### src/rtl/common_pkg.sv
// rtl/common_pkg.sv - shared NoC flit and arbiter state types
package common_pkg;

   localparam int NOC_DATA_W = 32;
   localparam int NOC_DEST_W = 4;

   typedef struct packed {
      logic                  is_reply;
      logic                  last;
      logic [NOC_DEST_W-1:0] dest;
      logic [NOC_DATA_W-1:0] data;
   } noc_flit_t;

   typedef enum logic [1:0] {
      IDLE,
      REP_PKT,
      REQ_PKT
   } arb_state_e;

endpackage

### src/rtl/noc_credit_counter.sv
// rtl/noc_credit_counter.sv - downstream buffer credit counter
// A return while already full is dropped; the count never leaves 0..CREDITS.
module noc_credit_counter #(
   parameter int CREDITS = 4
) (
   input  logic                           clk,
   input  logic                           rst,
   input  logic                           consume,
   input  logic                           credit_return,
   output logic [$clog2(CREDITS+1)-1:0]   count,
   output logic                           nonzero
);

   localparam int CNT_W = $clog2(CREDITS + 1);
   localparam logic [CNT_W-1:0] FULL = CNT_W'(CREDITS);
   localparam logic [CNT_W-1:0] ONE  = CNT_W'(1);

   always_ff @(posedge clk) begin
      if (rst) begin
         count <= FULL;
      end else if (consume && !credit_return) begin
         count <= count - ONE;
      end else if (credit_return && !consume && count != FULL) begin
         count <= count + ONE;
      end
   end

   assign nonzero = (count != '0);

   always_ff @(posedge clk) begin
      if (!rst) begin
         assert (!(credit_return && !consume && count == FULL));
         assert (count <= FULL);
      end
   end

endmodule

### src/rtl/noc_tx_arbiter.sv
// rtl/noc_tx_arbiter.sv - packet-atomic reply/request arbiter onto a credited NoC link
// Replies take priority; a starvation counter forces a request through after STARVE_LIMIT replies.
module noc_tx_arbiter
   import common_pkg::*;
#(
   parameter int DATA_W       = 32,
   parameter int DEST_W       = 4,
   parameter int CREDITS      = 4,
   parameter int STARVE_LIMIT = 4
) (
   input  logic                           clk,
   input  logic                           rst,
   input  logic [DATA_W-1:0]              rep_tdata,
   input  logic [DEST_W-1:0]              rep_tdest,
   input  logic                           rep_tlast,
   input  logic                           rep_tvalid,
   output logic                           rep_tready,
   input  logic [DATA_W-1:0]              req_tdata,
   input  logic [DEST_W-1:0]              req_tdest,
   input  logic                           req_tlast,
   input  logic                           req_tvalid,
   output logic                           req_tready,
   output logic [DATA_W+DEST_W+1:0]       noc_tx_flit,
   output logic                           noc_tx_valid,
   input  logic                           noc_tx_credit,
   output logic [$clog2(CREDITS+1)-1:0]   credit_count
);

   localparam int SW = $clog2(STARVE_LIMIT + 1);
   localparam logic [SW-1:0] STARVE_MAX = SW'(STARVE_LIMIT);

   arb_state_e      state, next_state;
   logic [SW-1:0]   starve_cnt;
   logic            can_send;
   logic            rep_acc, req_acc;
   logic            first_beat;

   assign rep_acc    = rep_tvalid && rep_tready;
   assign req_acc    = req_tvalid && req_tready;
   assign first_beat = (state == IDLE);

   always_comb begin
      next_state = state;
      rep_tready = 1'b0;
      req_tready = 1'b0;
      case (state)
         IDLE: begin
            if (req_tvalid && (!rep_tvalid || starve_cnt == STARVE_MAX)) begin
               req_tready = can_send;
            end else if (rep_tvalid) begin
               rep_tready = can_send;
            end
         end
         REP_PKT: rep_tready = can_send;
         REQ_PKT: req_tready = can_send;
         default: next_state = IDLE;
      endcase
      if (rst) begin
         rep_tready = 1'b0;
         req_tready = 1'b0;
      end
      // Single-beat packets never leave IDLE, so back-to-back packets need no bubble.
      if (rep_tvalid && rep_tready) begin
         next_state = rep_tlast ? IDLE : REP_PKT;
      end else if (req_tvalid && req_tready) begin
         next_state = req_tlast ? IDLE : REQ_PKT;
      end
   end

   always_ff @(posedge clk) begin
      if (rst) begin
         state        <= IDLE;
         starve_cnt   <= '0;
         noc_tx_valid <= 1'b0;
         noc_tx_flit  <= '0;
      end else begin
         state        <= next_state;
         noc_tx_valid <= rep_acc || req_acc;
         if (first_beat && req_acc) begin
            starve_cnt <= '0;
         end else if (first_beat && rep_acc && req_tvalid && starve_cnt != STARVE_MAX) begin
            starve_cnt <= starve_cnt + SW'(1);
         end
         if (rep_acc) begin
            noc_tx_flit <= {1'b1, rep_tlast, rep_tdest, rep_tdata};
         end else if (req_acc) begin
            noc_tx_flit <= {1'b0, req_tlast, req_tdest, req_tdata};
         end
      end
   end

   noc_credit_counter #(
      .CREDITS (CREDITS)
   ) u_credit (
      .clk           (clk),
      .rst           (rst),
      .consume       (rep_acc || req_acc),
      .credit_return (noc_tx_credit),
      .count         (credit_count),
      .nonzero       (can_send)
   );

   // Inside a packet the flit register still holds the owner's previous beat.
   always_ff @(posedge clk) begin
      if (!rst) begin
         assert (!(rep_tready && req_tready));
         if (state == REP_PKT && rep_tvalid) assert (rep_tdest == noc_tx_flit[DATA_W +: DEST_W]);
         if (state == REQ_PKT && req_tvalid) assert (req_tdest == noc_tx_flit[DATA_W +: DEST_W]);
      end
   end

endmodule

### config.mk
export PLATFORM = sky130hd
export DESIGN_NAME = noc_tx_arbiter
export DESIGN_NICKNAME = d
export VERILOG_FILES = /design/src/rtl/common_pkg.sv /design/src/rtl/noc_credit_counter.sv /design/src/rtl/noc_tx_arbiter.sv
export SDC_FILE = /design/constraint.sdc
export NUM_CORES = 1
export LEC_CHECK = 0
export BUFFER_PORTS_ARGS = -buffer_cell sky130_fd_sc_hd__buf_2
export CORE_ASPECT_RATIO = 1.2
export CORE_UTILIZATION = 48
export CTS_CLUSTER_DIAMETER = 150
export DETAILED_ROUTE_END_ITERATION = 12
export PLACE_DENSITY = 0.86
export SYNTH_ARGS = -nofsm -noshare
export SYNTH_HDL_FRONTEND = slang
export SYNTH_SLANG_ARGS = --single-unit
### constraint.sdc
create_clock -name clk -period 3.55 [get_ports clk]
set_clock_uncertainty 0.05 [all_clocks]
set_input_delay 0 -clock clk [delete_from_list [all_inputs] [get_ports clk]]
set_output_delay 0 -clock clk [all_outputs]
set_load 0.02 [all_outputs]
; ---- Yosys cells after proc, flatten, opt, wreduce, memory -nomap -nowiden
; Cells that the tools add are included.
; W data, S select, Z words.
[word_totals]
register_bits = 47
out_inout_bits = 44
in_bits = 79
word_cells = 51
[op_classes]
n_mux = 16
reduce_logical = 21
addsub = 3
n_eq_ne = 6
[op_table]
columns = operator, count
row1 = $mux W38, 2
row2 = $logic_and A1 B1 Y1, 10
row3 = $mux W2, 4
row4 = $add A3 B1 Y3 const B, 2
row5 = $mux W1, 6
row6 = $mux W3, 2
row7 = $ne A3 B3 Y1 const B, 2
row8 = $pmux W1 S2, 2
row9 = $reduce_bool A2 Y1, 2
row10 = $eq A3 B3 Y1 const B, 1
row11 = $logic_not A1 Y1, 3
row12 = $ne A3 B1 Y1 const B, 1
row13 = $reduce_bool A3 Y1, 1
row14 = $reduce_or A3 Y1, 1
row15 = $sub A3 B1 Y3 const B, 1
row16 = $eq A2 B1 Y1 const B, 1
row17 = $eq A2 B2 Y1 const B, 1
row18 = $logic_not A2 Y1, 1
row19 = $logic_or A1 B1 Y1, 2
row20 = $reduce_or A2 Y1, 1

; ---- Longest topological paths before layout
[logic_depth]
ltp_word = 13
depth_mapped = 9
mapped_depth_nobuf = 8

; ---- By module
; Synthesis repeated with hierarchy kept, for this count alone.
[hier_totals]
cells_unflattened = 276
area_unflattened_um2 = 2436.1
[by_module_without_submodules]
columns = mod, area_per_inst_um2, cells_each, n_inst, seq_area_each_um2
row1 = noc_tx_arbiter, 2222.1, 251, 1, 880.8
row2 = noc_credit_counter, 214.0, 25, 1, 60.1

; ---- Least setup slack after synthesis
; Ideal clock, no wire load.
[synth_timing]
path_type = flip-flop to flip-flop
start = register u_credit.count[0]
end = register u_credit.count[1]
setup_slack_ns = 1.184
arrival_time_ns = 2.213
required_ns = 3.397
stages_incl_launch_ff = 9
synth_period_minus_slack_ns = 2.366
setup_ns = 0.103
cell_sequence = dfxtp_1 nor3_4 or2_0 buf_4 or3_1 fa_1 inv_1 a21oi_1 a2111oi_2
[synth_via]
elab_chain_len = 11
elab_cells_between_ends = 21
[synth_lines]
columns = element, line
row1 = start: declaration, noc_credit_counter.sv:10  ; output logic [$clog2(CREDITS+1)-1:0] count,
row2 = start signal: assignment, noc_credit_counter.sv:22  ; count <= count - ONE;
row3 = start signal: assignment, noc_credit_counter.sv:24  ; count <= count + ONE;
row4 = $reduce_bool A3 Y1, noc_credit_counter.sv:28  ; assign nonzero = (count != '0);
row5 = $mux W1, noc_tx_arbiter.sv:50  ; end else if (rep_tvalid) begin
row6 = $mux W1, noc_tx_arbiter.sv:48  ; if (req_tvalid && (!rep_tvalid || starve_cnt == STARVE_MAX)) begin
row7 = $pmux W1 S2, noc_tx_arbiter.sv:46  ; case (state)
row8 = $mux W1, noc_tx_arbiter.sv:58  ; if (rst) begin
row9 = $logic_and A1 B1 Y1, noc_tx_arbiter.sv:38  ; assign rep_acc = rep_tvalid && rep_tready;
row10 = $logic_or A1 B1 Y1, noc_tx_arbiter.sv:97  ; .consume (rep_acc || req_acc),
row11 = $logic_not A1 Y1, noc_credit_counter.sv:23  ; end else if (credit_return && !consume && count != FULL) begin
row12 = $logic_and A1 B1 Y1 (2 in a row), noc_credit_counter.sv:23
row13 = $reduce_bool A2 Y1 (no line), --
; Several ways; a longest one is shown, not always the timed one. The select of a mux whose other input is x is not followed.
; A chain may end at the register's enable or synchronous reset.

; ---- Worst setup path in the final report
[layout_timing]
start = register starve_cnt[0]
end = register noc_tx_flit[36]
[layout_via]
elab_chain_len = 8
elab_cells_between_ends = 13
[layout_lines]
columns = element, line
row1 = start: declaration, noc_tx_arbiter.sv:33  ; logic [SW-1:0] starve_cnt;
row2 = start signal: assignment, noc_tx_arbiter.sv:82  ; starve_cnt <= starve_cnt + SW'(1);
row3 = $eq A3 B3 Y1 (*), noc_tx_arbiter.sv:48
row4 = $logic_or A1 B1 Y1 (*), noc_tx_arbiter.sv:48
row5 = $logic_and A1 B1 Y1 (*), noc_tx_arbiter.sv:48
row6 = $mux W1, noc_tx_arbiter.sv:48
row7 = $pmux W1 S2, noc_tx_arbiter.sv:46
row8 = $mux W1, noc_tx_arbiter.sv:58
row9 = "$logic_and A1 B1 Y1, on equally long branches", "noc_tx_arbiter.sv:38, noc_tx_arbiter.sv:39"
row10 = $mux W38 / $reduce_bool A2 Y1 (equally long branches), --
row11 = end signal: assignment, noc_tx_arbiter.sv:85  ; noc_tx_flit <= {1'b1, rep_tlast, rep_tdest, rep_tdata};
row12 = end signal: assignment, noc_tx_arbiter.sv:87  ; noc_tx_flit <= {1'b0, req_tlast, req_tdest, req_tdata};
row13 = end: declaration, noc_tx_arbiter.sv:23  ; output logic [DATA_W+DEST_W+1:0] noc_tx_flit,
; Mark *: on every way between the ends. The rest lies on a longest branch, timed or not.

==> flow_summary.yaml <==
status:
  status: "complete, no violations"
layout:
  regArea_sq_um: 940.9
  multiInputGateArea_sq_um: 996.0
  area_growth_syn_to_layout_pct: 65.31
  fillers: 246
  stdcell_count: 493
  nets: 518
  antenna_cells: 0
  drive_above_1_share_pct: 34.32
global_route:
  gr-total-overflow: 0
  grt_pass1_wl_mm: 12.05
  track_usage_pct: 31.54
  antenna_found_initial: 0
  grt_pass1_vias: 2581
  grt_max_degree: 37
cts:
  cts_buffers: 5
  cts_max_level: 2
  path_clk_slew_ns: 0.08
  tritoncts: "done"
  clock_latency_ns: 0.29
  cts_setup_buffers: 0
  clockRootBuffer: "clkbuf_8"
  cts_sinks: 47
  hold_buffers: 76
  cts_resized: 0
  cts.path.max_buffers: 2
place:
  port_buffers: 122
  placed_cells: 409
  dp_hpwl_mm: 3.907
  gp_congestion: 0.8632
yosys:
  netlist_instances: 241
  synth_edf_count: 0
  ys_async_sr_fraction_pct: 0
  syn_area_sq_um: 2215
  ys_types: 50
  postSynthRegisterBits: 47
  synth_nets: 323
  ys.flop_type: "dfxtp_1"
  syn_area_per_cell_sq_um: 9.189
  ys_warn_count: 0
  ys_seq_area_share_pct: 42.49
setup_path:
  critPathLaunchType: "flop"
  path_class: "reg2reg"
  cp.arrival_ns: 2.82
  required_ns: 3.74
  worst-path-max-fanout: 22
  r2r-start: "starve_cnt[0]$_SDFFE_PP0P_"
  end_kind: "flop"
  crit_start: "starve_cnt[0]$_SDFFE_PP0P_"
timing:
  finalSetupTns_ns: 0
  worst_pin_slew_ns: 0.7663
  max_freq_ghz: 0.3799
  rsz0062_at_grt: "no"
  hold_slack_ns: 0.04083
  timing.final.crit_share_pct: 74.14
  fin_crit_ns: 2.632
  slew_headroom_pct: 48.78
  setup_viol: 0
  drv_slew: 0
  hold_viol: 0
min_path:
  min_from: "rst"
  hold_path.class: "in2reg"
route:
  antenna_left: 0
  drt-initial-drc-count: 156
  vias: 2576
  routed_wirelength_mm: 7.635
  routedWlPerCell_microns: 15.49
  via_per_inst: 5.225
  drc: 0
  drt-pass1-iter-count: 4
flow_run:
  cap_viol_max_count: 0
die:
  initial_core_util_pct: 51.19
  die-area_sq_um: 4890
  num_rows: 26
  ios: 123
  die_y_microns: 76.41
  coreArea_sq_um: 4327
  die_w_microns: 64.01
power_and_ir_drop:
  power_leakage_nw: 1.584
  power.density_nw_per_um2: 403.6
  peakVddDrop_mv: 0.3162
-- path summary, 6_finish.rpt --
path	slack [ns]	end	cells past startpoint
max	0.92	noc_tx_flit[36]$_SDFFE_PP0P_	8
max reg2reg	0.92	noc_tx_flit[36]$_SDFFE_PP0P_	8
min reg2reg	0.42	noc_tx_flit[16]$_SDFFE_PP0P_	2
min	0.04	state[0]$_SDFFE_PP0P_	2
-- worst max-delay path, cell delays in order (launching register included) --
cell and delay (ns):
dfxtp_1 0.39, inv_1 0.06, ha_1 0.23, and2_1 0.22
a2111oi_4 0.38, buf_4 0.33, a21oi_2 0.07, a221oi_2 0.26
dlygate4sd3_1 0.59
-- kinds of logic (layout without fill, tap and decap cells) --
family / Yosys count / count (layout) / share of synthesized area, %
compound gates: 96 / 96 / 30.96
buf+inv: 56 / 252 / 12.54
flops: 47 / 47 / 42.49
simple gates: 36 / 36 / 10.62
fa+ha+maj: 3 / 3 / 2.034
mux: 2 / 2 / 0.9604
xor+xnor: 1 / 1 / 0.3956
-- state kept, by name (all words and copies together), names as in the netlist --
name            count
noc_tx_flit        38
starve_cnt          3
u_credit.count      3
state               2
noc_tx_valid        1
-- where the power goes --
group | switching, mW | total, mW | internal (mW)
Clock | 0.174 | 0.334 | 0.160
Combinational | 0.277 | 0.502 | 0.226
Sequential | 0.0452 | 0.641 | 0.596
-- synth_stat cells, drive strengths merged, types with 2 or more instances --
master	instances	area, sq um
nor2	6	22.52
or3	2	17.52
clkbuf	3	12.51
nand3	2	10.01
nor2b	3	28.78
nand2	5	18.77
ha	2	25.02
a2111oi	3	70.06
and2	2	15.02
a22oi	36	270.3
buf	11	107.6
dfxtp	47	940.9
o211ai	2	15.01
nand2b	4	32.53
o21ai	39	195.2
a21oi	8	47.55
inv	42	157.7
nor3	4	31.28
-- per-layer routing --
metal	global-route usage [%]	vias up	part of all wire, %
met1	33.08	1190	37
li1	-	1234	-
met4	10.45	0	2.4
met3	10.18	22	8.3
met2	57.77	130	52
met5	0	-	0
-- final cells by class --
cell class	instances	area share, %
Timing Repair Buffer	202	38.28
Tap cell	56	1.914
Clock buffer	7	2.358
Sequential cell	47	25.70
Inverter	42	4.306
Multi-Input combinational cell	138	27.20
Clock inverter	1	0.2392
-- cells in the final DEF (no fill, tap or decap), types with 2 or more instances in the layout --
cell / n
a2111oi_4: 2
a21oi_1: 6
a21oi_2: 2
a22oi_1: 36
buf_2: 122
buf_4: 4
clkbuf_8: 6
dfxtp_1: 47
dlygate4sd3_1: 76
ha_1: 2
inv_1: 42
nand2_1: 5
nand2b_1: 3
nand3_1: 2
nor2_1: 6
nor3_1: 3
o211ai_1: 2
o21ai_0: 33
o21ai_1: 6
-- stage by stage --
stage	util, %	total power [mW]	area, sq um	setup WS (ns)
after floorplan	-	0.9079	2215	1.184
after global placement	64.84	1.030	2805	1.271
after detailed placement	64.84	1.045	2805	1.136
after CTS	84.62	1.452	3661	1.009
after global routing	84.62	1.553	3661	0.8042
final	84.62	1.478	3661	0.9180
(Power assumes the default switching activity.)
